## src/rtl/ntt_bitrev_bram.sv

```systemverilog
// ntt_bitrev_bram
// In-place bit-reversal permutation of NUM_BATCH contiguous batches of
// 2^LOG_N words held in a single-port BRAM. It shares the BRAM port with the
// NTT core, so the PS can load coefficients in natural order.
//
// Optional feature: define NTT_BITREV_CYCLE_CNT_EN to add the cycle_cnt[31:0]
// output. It counts busy cycles of the last run and saturates at 2^32-1.
//
// Ports:
//   clk        single clock
//   rst        asynchronous reset, active low
//   start      one-cycle request, accepted only in IDLE
//   busy       high while permuting
//   done       one-cycle pulse at completion
//   err        sticky, set by a start that arrives while not IDLE
//   BRAM_*     BRAM port: addr/clk/din/dout/en/rst/we
//   cycle_cnt  busy-cycle counter (only with NTT_BITREV_CYCLE_CNT_EN)
//
// Handshake: start is a level sampled on the rising clock edge. In IDLE it
// starts a run. In any other state it is ignored and sets err. done is high
// for exactly one cycle (the FIN state). busy is high from the first SCAN
// cycle through the last WR_J/SCAN cycle.
module ntt_bitrev_bram #(
   parameter int DATA_W    = 64,
   parameter int ADDR_W    = 10,
   parameter int LOG_N     = 10,
   parameter int NUM_BATCH = 1,
   parameter int RD_LAT    = 1
) (
   input  logic              clk,
   input  logic              rst,
   input  logic              start,
   output logic              busy,
   output logic              done,
   output logic              err,
`ifdef NTT_BITREV_CYCLE_CNT_EN
   output logic [31:0]       cycle_cnt,
`endif
   output logic [ADDR_W-1:0] BRAM_addr,
   output logic              BRAM_clk,
   output logic [DATA_W-1:0] BRAM_din,
   input  logic [DATA_W-1:0] BRAM_dout,
   output logic              BRAM_en,
   output logic              BRAM_rst,
   output logic              BRAM_we
);

   typedef enum logic [2:0] {
      IDLE, SCAN, RD_I, RD_J, WAIT, WR_I, WR_J, FIN
   } state_t;

   localparam logic [LOG_N-1:0]  I_LAST = '1;
   localparam logic [ADDR_W-1:0] B_LAST = ADDR_W'(NUM_BATCH - 1);

   state_t              state_q, state_d;
   logic [LOG_N-1:0]    i_q, i_d;
   logic [ADDR_W-1:0]   b_q, b_d;
   logic [1:0]          wcnt_q, wcnt_d;
   logic [DATA_W-1:0]   d_i_q, d_i_d, d_j_q, d_j_d;
   logic                err_q, err_d;
   // Read tag pipeline. tv marks a read in flight; tw says it targets j.
   logic [RD_LAT-1:0]   tv_q, tv_d, tw_q, tw_d;

   logic [LOG_N-1:0]    j;
   logic [ADDR_W-1:0]   base, addr_i, addr_j;

   always_comb begin
      j = '0;
      for (int k = 0; k < LOG_N; k++) j[k] = i_q[LOG_N-1-k];
   end

   assign base   = b_q << LOG_N;
   assign addr_i = base + ADDR_W'(i_q);
   assign addr_j = base + ADDR_W'(j);

   assign BRAM_clk = clk;
   assign BRAM_rst = !rst;
   assign busy     = (state_q != IDLE) && (state_q != FIN);
   assign done     = (state_q == FIN);
   assign err      = err_q;

   always_comb begin
      state_d   = state_q;
      i_d       = i_q;
      b_d       = b_q;
      wcnt_d    = wcnt_q;
      err_d     = err_q;
      BRAM_en   = 1'b0;
      BRAM_we   = 1'b0;
      BRAM_addr = '0;
      BRAM_din  = '0;

      if (start && state_q != IDLE) err_d = 1'b1;

      case (state_q)
         IDLE: begin
            if (start) begin
               err_d   = 1'b0;
               b_d     = '0;
               i_d     = '0;
               state_d = SCAN;
            end
         end
         SCAN: begin
            if (i_q < j) begin
               state_d = RD_I;
            end else if (i_q == I_LAST) begin
               if (b_q == B_LAST) begin
                  state_d = FIN;
               end else begin
                  b_d = b_q + 1'b1;
                  i_d = '0;
               end
            end else begin
               i_d = i_q + 1'b1;
            end
         end
         RD_I: begin
            BRAM_en   = 1'b1;
            BRAM_addr = addr_i;
            state_d   = RD_J;
         end
         RD_J: begin
            BRAM_en   = 1'b1;
            BRAM_addr = addr_j;
            wcnt_d    = '0;
            state_d   = WAIT;
         end
         WAIT: begin
            // RD_LAT cycles give the j read time to land in d_j.
            if (wcnt_q == 2'(RD_LAT - 1)) state_d = WR_I;
            else wcnt_d = wcnt_q + 1'b1;
         end
         WR_I: begin
            BRAM_en   = 1'b1;
            BRAM_we   = 1'b1;
            BRAM_addr = addr_i;
            BRAM_din  = d_j_q;
            state_d   = WR_J;
         end
         WR_J: begin
            BRAM_en   = 1'b1;
            BRAM_we   = 1'b1;
            BRAM_addr = addr_j;
            BRAM_din  = d_i_q;
            state_d   = SCAN;
            if (i_q == I_LAST) begin
               if (b_q == B_LAST) begin
                  state_d = FIN;
               end else begin
                  b_d = b_q + 1'b1;
                  i_d = '0;
               end
            end else begin
               i_d = i_q + 1'b1;
            end
         end
         FIN: state_d = IDLE;
         default: state_d = IDLE;
      endcase
   end

   always_comb begin
      tv_d    = '0;
      tw_d    = '0;
      tv_d[0] = (state_q == RD_I) || (state_q == RD_J);
      tw_d[0] = (state_q == RD_J);
      for (int k = 1; k < RD_LAT; k++) begin
         tv_d[k] = tv_q[k-1];
         tw_d[k] = tw_q[k-1];
      end
      d_i_d = d_i_q;
      d_j_d = d_j_q;
      if (tv_q[RD_LAT-1]) begin
         if (tw_q[RD_LAT-1]) d_j_d = BRAM_dout;
         else d_i_d = BRAM_dout;
      end
   end

   always_ff @(posedge clk or negedge rst) begin
      if (!rst) begin
         state_q <= IDLE;
         i_q     <= '0;
         b_q     <= '0;
         wcnt_q  <= '0;
         d_i_q   <= '0;
         d_j_q   <= '0;
         err_q   <= 1'b0;
         tv_q    <= '0;
         tw_q    <= '0;
      end else begin
         state_q <= state_d;
         i_q     <= i_d;
         b_q     <= b_d;
         wcnt_q  <= wcnt_d;
         d_i_q   <= d_i_d;
         d_j_q   <= d_j_d;
         err_q   <= err_d;
         tv_q    <= tv_d;
         tw_q    <= tw_d;
      end
   end

`ifdef NTT_BITREV_CYCLE_CNT_EN
   logic [31:0] cnt_q, cnt_d;

   always_comb begin
      cnt_d = cnt_q;
      if (state_q == IDLE && start) cnt_d = '0;
      else if (busy && cnt_q != '1) cnt_d = cnt_q + 1'b1;
   end

   always_ff @(posedge clk or negedge rst) begin
      if (!rst) cnt_q <= '0;
      else cnt_q <= cnt_d;
   end

   assign cycle_cnt = cnt_q;
`endif

endmodule

```

## config.mk

```make
export PLATFORM = sky130hd
export DESIGN_NAME = ntt_bitrev_bram
export DESIGN_NICKNAME = d
export VERILOG_FILES = /design/src/rtl/ntt_bitrev_bram.sv
export SDC_FILE = /design/constraint.sdc
export NUM_CORES = 1
export LEC_CHECK = 0
export CORE_UTILIZATION = 24
export DETAILED_ROUTE_END_ITERATION = 8
export PLACE_DENSITY = 0.53
export SLEW_MARGIN = 20
export SYNTH_ARGS = -nofsm -noshare
export SYNTH_HDL_FRONTEND = slang
export SYNTH_SLANG_ARGS = --single-unit
export TNS_END_PERCENT = 30
```

## constraint.sdc

```tcl
create_clock -name clk -period 2.15 [get_ports clk]
set_input_delay 0.43 -clock clk [delete_from_list [all_inputs] [get_ports clk]]
set_output_delay 0.43 -clock clk [all_outputs]
set_load 0.02 [all_outputs]
```

==> out/qor.csv, run 1 <==
stage;metric;value;unit
outcome;status;finished with violations;
outcome;failing checks;negative hold slack, negative setup slack;
global_route;initial antenna violation count;0;
layout;NumNets Final;928;
setup_path;Worst setup SP type;flop;
layout;FF/Latch Area;3910;um2
synthesis;ys async rst share;1.00;
sta;final count of pins violating max slew;0;
setup_path;Critical Path End Type;output pin;
placement;placed insts;1199;
synthesis;yosys warns;0;
floorplanning;Die Y-Extent;179;um
clock_tree;Clock transition at path regs;0.07;ns
power;Pwr per Cell Area;609;nW/um2
layout;Diodes inserted;0;
power;peak supply drop;0.367;mV
layout;final instance area;11400;um2
global_route;first-pass GRT wire length;33.0;mm
setup_path;reg2reg path depth;10;
floorplanning;Core Area;30700;um2
layout;multi-input logic area;3670;um2
sta;Worst Skew;0.00909;ns
synthesis;Synth cell types;55;
global_route;vias in the first global route;5925;
placement;PortBufs;147;
synthesis;Cells after Synth;615;
setup_path;Crit Path Max Fanout;5;
sta;period utilisation layout;1.12;
sta;RSZ-0062 raised after global routing;true;
clock_tree;cts hold-fix bufs;0;
placement;placement-stage cell area;10100;um2
power;Pleak;4.84;nW
floorplanning;I/O Pins;148;
layout;Fill cells;2980;
floorplanning;die area;31900;um2
sta;Final setup viols;88;
synthesis;Post-synth EDFFs;0;
flow_run;Max Cap Viol;0;
floorplanning;Initial Util;0.244;
routing;post-DR wirelength/cell;17.1;um
routing;drt pass-1 iters;4;
sta;Tmin final;2.40;ns
setup_path;R2R Setup Slk;-0.12;ns
placement;Post-DP HPWL;14.4;mm
placement;GPL Wtd Cong;0.772;
routing;Routed Antenna Nets;0;
clock_tree;latest clock arrival within the worst-skew pair;0.53;ns
synthesis;Mapped Nets;696;
floorplanning;Die Width;179;um
sta;PnR worst setup slack;-0.253;ns
setup_path;Critical Path RT;1.72;ns
routing;1st-iter DRT viols;180;
synthesis;Synth Register Bits;156;
synthesis;Synth Cell Area;7500;um2
routing;Total Wirelength;21.5;mm
setup_path;CP cell instances;nand2b_4 -> nor2_4 -> buf_12 -> clkbuf_16 -> buf_8 -> a22o_1 -> buf_6;
global_route;largest net degree at the start of global routing;113;
sta;Fmax;416;MHz
setup_path;Crit-path slowest cell;dfrtp_1;
layout;synthesis-to-finish area growth;52.7;%
synthesis;top_reg_cell synth;dfrtp_1;
placement;dpl ws;-0.122;ns
setup_path;worst endpoint data arrival time;1.97;ns
setup_path;CP peak stage delay;0.40;ns
setup_path;Crit Path Category;reg -> out;
layout;final std cells w/o fill;1255;
sta;Worst Tran Pin Value;0.757;ns
sta;setup TNS;-13.46;ns
hold_path;Worst Hold Class;in -> async;
synthesis;sequential area share after synthesis;0.521;
floorplanning;Site Rows;64;
sta;Hold Slack;-0.0381;ns
global_route;GRT Util Overall;0.136;
routing;DR vias;5793;
layout;layout cells sized above 1;0.482;
sta;relative slew slack;0.495;
clock_tree;TritonCTS clock tree;built;
routing;drt drc;0;
sta;Final Hold Fails;13;
synthesis;Avg Inst Size Synth;12.2;um2
global_route;Overflow after GRT;0;
routing;number of vias per cell;4.62;
## power breakdown
| group | leakage (nW) | internal, mW | switching (mW) |
|---|---|---|---|
| Clock | 0.340 | 2.18 | 1.34 |
| Sequential | 1.82 | 3.06 | 0.0622 |
| Combinational | 2.68 | 0.201 | 0.123 |
| Total | 4.84 | 5.44 | 1.53 |
## cells in the mapped netlist, types with 10 or more instances
library cell | instances | share of area
dfrtp_1 | 156 | 0.52
a22o_1 | 67 | 0.078
mux2_2 | 128 | 0.19
inv_1 | 16 | 0.0080
ha_1 | 14 | 0.023
o31ai_1 | 10 | 0.010
nor2_1 | 22 | 0.011
buf_2 | 14 | 0.0093
clkbuf_1 | 20 | 0.010
nand2_1 | 27 | 0.014
a21oi_1 | 16 | 0.011
o21ai_0 | 33 | 0.022
## cell usage in the layout, fill, tap and decap left out, types with 3 or more instances in the layout
cell type        count
buf_12              17
dfrtp_2              6
o21ai_2              7
buf_8                4
inv_1               12
nor2_4               4
buf_6               70
and2_1               6
o31ai_1              3
clkinv_4             3
and3_1               4
buf_2                5
a21o_1               3
nand2_1             22
bufinv_16            3
o21ai_1             17
ha_1                10
o31ai_2              4
nand3_1              6
inv_6                3
nor2_2               3
inv_2                4
nand2_2              4
or3_1                3
clkdlybuf4s50_1     67
a21oi_1             13
o21ai_0             16
clkbuf_16           25
nand2b_1             3
dfrtp_1            150
nand4_1              7
a22o_1              65
nor2_1              18
mux2_2             128
o31ai_4              3
buf_4               80
ha_4                 4
## what timing repair did
| item | CTS | global route |
|---|---|---|
| gates cloned | 0 | 6 |
| resized for setup | 323 | 214 |
| buffers inserted | 0 | 16 |
| pin swaps | 3 | 52 |
| setup endpoints to repair | 93 | 100 |
## cell type report
cell class	instances	area share
clock buffers	23	0.0474
well taps	396	0.0433
flip-flops and latches	156	0.342
multi-input cells	402	0.321
inverters	16	0.00525
repair buffers	250	0.228
clock inverters	12	0.0142
## stage by stage
stage | power [mW] | utilization
5_1_grt | 7.26 | 0.373
3_3_place_gp | 3.56 | 0.329
2_1_floorplan | 3.32 | -
6_report | 6.97 | 0.373
3_5_place_dp | 3.57 | 0.329
4_1_cts | 7.09 | 0.348
## critical path, delay by kind of cell, from the launching register on
kind,cells,cell delay (ns)
flops,1,0.40
simple gates,2,0.37
compound gates,1,0.16
buf+inv,4,0.50
## sequential cells by signal, summed over array words and instances (netlist names), named ones only
| register | flops |
|---|---|
| state_q | 3 |
| b_q | 10 |
| tv_q | 1 |
| wcnt_q | 2 |
| d_i_q | 64 |
| tw_q | 1 |
| d_j_q | 64 |
| i_q | 10 |
## worst paths after layout
check                                       startpoint               endpoint
worst max-delay path            state_q[0]$_DFFE_PN0P_           BRAM_din[43]
worst min-delay path                               rst         tw_q$_DFF_PN0_
worst max register to register      i_q[6]$_DFFE_PN0P_     b_q[5]$_DFFE_PN0P_
worst min register to register      b_q[9]$_DFFE_PN0P_     b_q[9]$_DFFE_PN0P_
max in group asynchronous                          rst  d_i_q[16]$_DFFE_PN0P_
min in group clk                    b_q[9]$_DFFE_PN0P_     b_q[9]$_DFFE_PN0P_
## logic make-up (layout without fill, tap and decap cells)
kind of cell,Yosys count,count (layout),synth area share
AND/OR/NAND/NOR,104,104,0.0776
adder cells (fa/ha/maj),14,14,0.0234
buffers and inverters,57,301,0.0334
XOR/XNOR,1,1,0.00117
flip-flops,156,156,0.521
multiplexers,128,128,0.192
AO/OA/AOI/OAI,155,155,0.151
## metal layers
metal / global-route usage / vias up / part of all wire
li1: - / 2749 / -
met1: 0.174 / 2910 / 0.45
met2: 0.211 / 107 / 0.47
met3: 0.0371 / 27 / 0.060
met4: 0.0614 / 0 / 0.024
met5: 0 / - / 0
No activity file was read; power rests on OpenSTA's default activity.
==> run 2, diff against run 1 <==
- TNS_END_PERCENT: 30 -> not set
==> out/qor.csv, run 2 (synthesis results as in run 1) <==
stage;metric;value;unit;change
setup_path;R2R Path End;i_q[7]$_DFFE_PN0P_;;was b_q[5]$_DFFE_PN0P_
layout;most frequent cells in the layout;dfrtp_1 (150), mux2_2 (128), buf_6 (89);;was dfrtp_1 (150), mux2_2 (128), buf_4 (80)
global_route;GRT Util Overall;0.142;;was 0.136
global_route;vias in the first global route;6052;;was 5925
sta;Worst Tran Pin Value;0.694;ns;was 0.757 ns
floorplanning;Core Area;30700;um2;unchanged
routing;Routed Antenna Nets;0;;unchanged
global_route;largest net degree at the start of global routing;113;;unchanged
layout;most common cell after layout, fill and taps aside;dfrtp_1;;unchanged
routing;post-DR wirelength/cell;17.5;um;was 17.1 um
sta;Worst Skew;0.0147;ns;was 0.00909 ns
setup_path;Worst setup SP type;flop;;unchanged
global_route;first-pass GRT wire length;34.3;mm;was 33.0 mm
routing;drt drc;0;;unchanged
clock_tree;cts hold-fix bufs;0;;unchanged
layout;layout cells sized above 1;0.518;;was 0.482
routing;number of vias per cell;4.62;;about the same
layout;biggest regs;d_i_q x64, d_j_q x64;;unchanged
outcome;status;finished with violations;;unchanged
setup_path;worst endpoint data arrival time;1.92;ns;was 1.97 ns
floorplanning;Die Width;179;um;unchanged
floorplanning;die area;31900;um2;unchanged
floorplanning;Die Y-Extent;179;um;unchanged
setup_path;Critical Path RT;1.72;ns;about the same
floorplanning;Site Rows;64;;unchanged
placement;PortBufs;147;;unchanged
setup_path;R2R Setup Slk;-0.11;ns;was -0.12 ns
clock_tree;Clock transition at path regs;0.07;ns;about the same
sta;PnR worst setup slack;-0.195;ns;was -0.253 ns
sta;Hold Slack;-0.00514;ns;was -0.0381 ns
routing;Total Wirelength;22.3;mm;was 21.5 mm
layout;NumNets Final;944;;was 928
sta;RSZ-0062 raised after global routing;true;;unchanged
flow_run;Max Cap Viol;0;;unchanged
global_route;initial antenna violation count;0;;unchanged
sta;final count of pins violating max slew;0;;unchanged
power;peak supply drop;0.371;mV;was 0.367 mV
layout;final instance area;11700;um2;was 11400 um2
global_route;Overflow after GRT;0;;unchanged
placement;Post-DP HPWL;14.4;mm;unchanged
sta;Final Hold Fails;1;;was 13
sta;Final setup viols;94;;was 88
placement;placement-stage cell area;10100;um2;unchanged
clock_tree;TritonCTS clock tree;built;;unchanged
setup_path;Crit Path Max Fanout;7;;was 5
hold_path;Worst Hold Class;in -> async;;unchanged
routing;1st-iter DRT viols;260;;was 180
sta;Fmax;426;MHz;was 416 MHz
setup_path;reg2reg path depth;8;;was 10
setup_path;Critical Path End Type;output pin;;unchanged
power;Pleak;4.93;nW;was 4.84 nW
power;Pwr per Cell Area;588;nW/um2;was 609 nW/um2
floorplanning;Initial Util;0.244;;unchanged
sta;Tmin final;2.35;ns;was 2.40 ns
setup_path;Crit Path Category;reg -> out;;unchanged
layout;Diodes inserted;0;;unchanged
clock_tree;latest clock arrival within the worst-skew pair;0.54;ns;was 0.53 ns
sta;relative slew slack;0.537;;was 0.495
floorplanning;I/O Pins;148;;unchanged
sta;period utilisation layout;1.09;;was 1.12
setup_path;worst r2r src;i_q[1]$_DFFE_PN0P_;;was i_q[6]$_DFFE_PN0P_
outcome;failing checks;negative hold slack, negative setup slack;;unchanged
power;Power Total;6.90;mW;was 6.97 mW
placement;GPL Wtd Cong;0.772;;unchanged
layout;synthesis-to-finish area growth;56.6;%;was 52.7%
placement;dpl ws;-0.122;ns;unchanged
routing;drt pass-1 iters;5;;was 4
routing;DR vias;5872;;was 5793
run 2: worst max path at each step:
stage,startpoint,endpoint,slack [ns],cells past startpoint
after floorplan,i_q[3]$_DFFE_PN0P_,i_q[3]$_DFFE_PN0P_,0.03,8
after global placement,i_q[8]$_DFFE_PN0P_,b_q[9]$_DFFE_PN0P_,-0.11,9
after detailed placement,i_q[3]$_DFFE_PN0P_,b_q[5]$_DFFE_PN0P_,-0.12,7
after CTS,state_q[0]$_DFFE_PN0P_,BRAM_din[6],-0.27,6
after global routing,state_q[0]$_DFFE_PN0P_,BRAM_din[39],-0.28,6
final,state_q[2]$_DFFE_PN0P_,BRAM_din[39],-0.20,6
run 2: metal layers:
layer  GRT usage  share of wire  wire, um  vias to the layer above
met3      0.0386          0.064      1430                       21
met1       0.185           0.45     10000                     2935
met5           0              0         0                        -
met2       0.220           0.47     10500                      135
met4      0.0600          0.018       402                        0
li1            -              -         -                     2781
run 2: repair_timing:
item / CTS / global route
setup endpoints to repair: 93 / 98
pin swaps: 12 / 58
gates resized for setup: 447 / 156
gates cloned: 5 / 3
setup buffers: 15 / 17
hold endpoints to repair: 0 / 0
run 2: area by class of cell:
type                            instances  area (um2)
Clock buffer                           23         527
Clock inverter                         12         163
Fill cell                            2941       18900
Inverter                               16        60.1
Multi-Input combinational cell        402        3800
Sequential cell                       156        3910
Tap cell                              396         495
Timing Repair Buffer                  266        2780
run 2: worst max-delay path: stages (launching register included):
cell and delay (ns):
dfrtp_2 0.40, nand2_2 0.08, nor2_4 0.26, buf_12 0.20, clkbuf_16 0.15, a22o_1 0.17, buf_6 0.12
run 2: where the power goes:
group | switching, mW | internal (mW)
clock network | 1.34 | 2.12
logic | 0.123 | 0.201
registers | 0.0625 | 3.06
run 2: metrics by stage:
stage / TNS (ns) / hold WS [ns] / utilization / cells
after floorplan: 0 / 0.134 / - / 615
after global routing: -19.93 / 0.0189 / 0.383 / 1271
after detailed placement: -3.88 / 0.493 / 0.329 / 1199
final: -11.50 / -0.00514 / 0.383 / 1271
after CTS: -12.16 / 0.0627 / 0.361 / 1253
after global placement: -3.64 / 0.481 / 0.329 / 1199
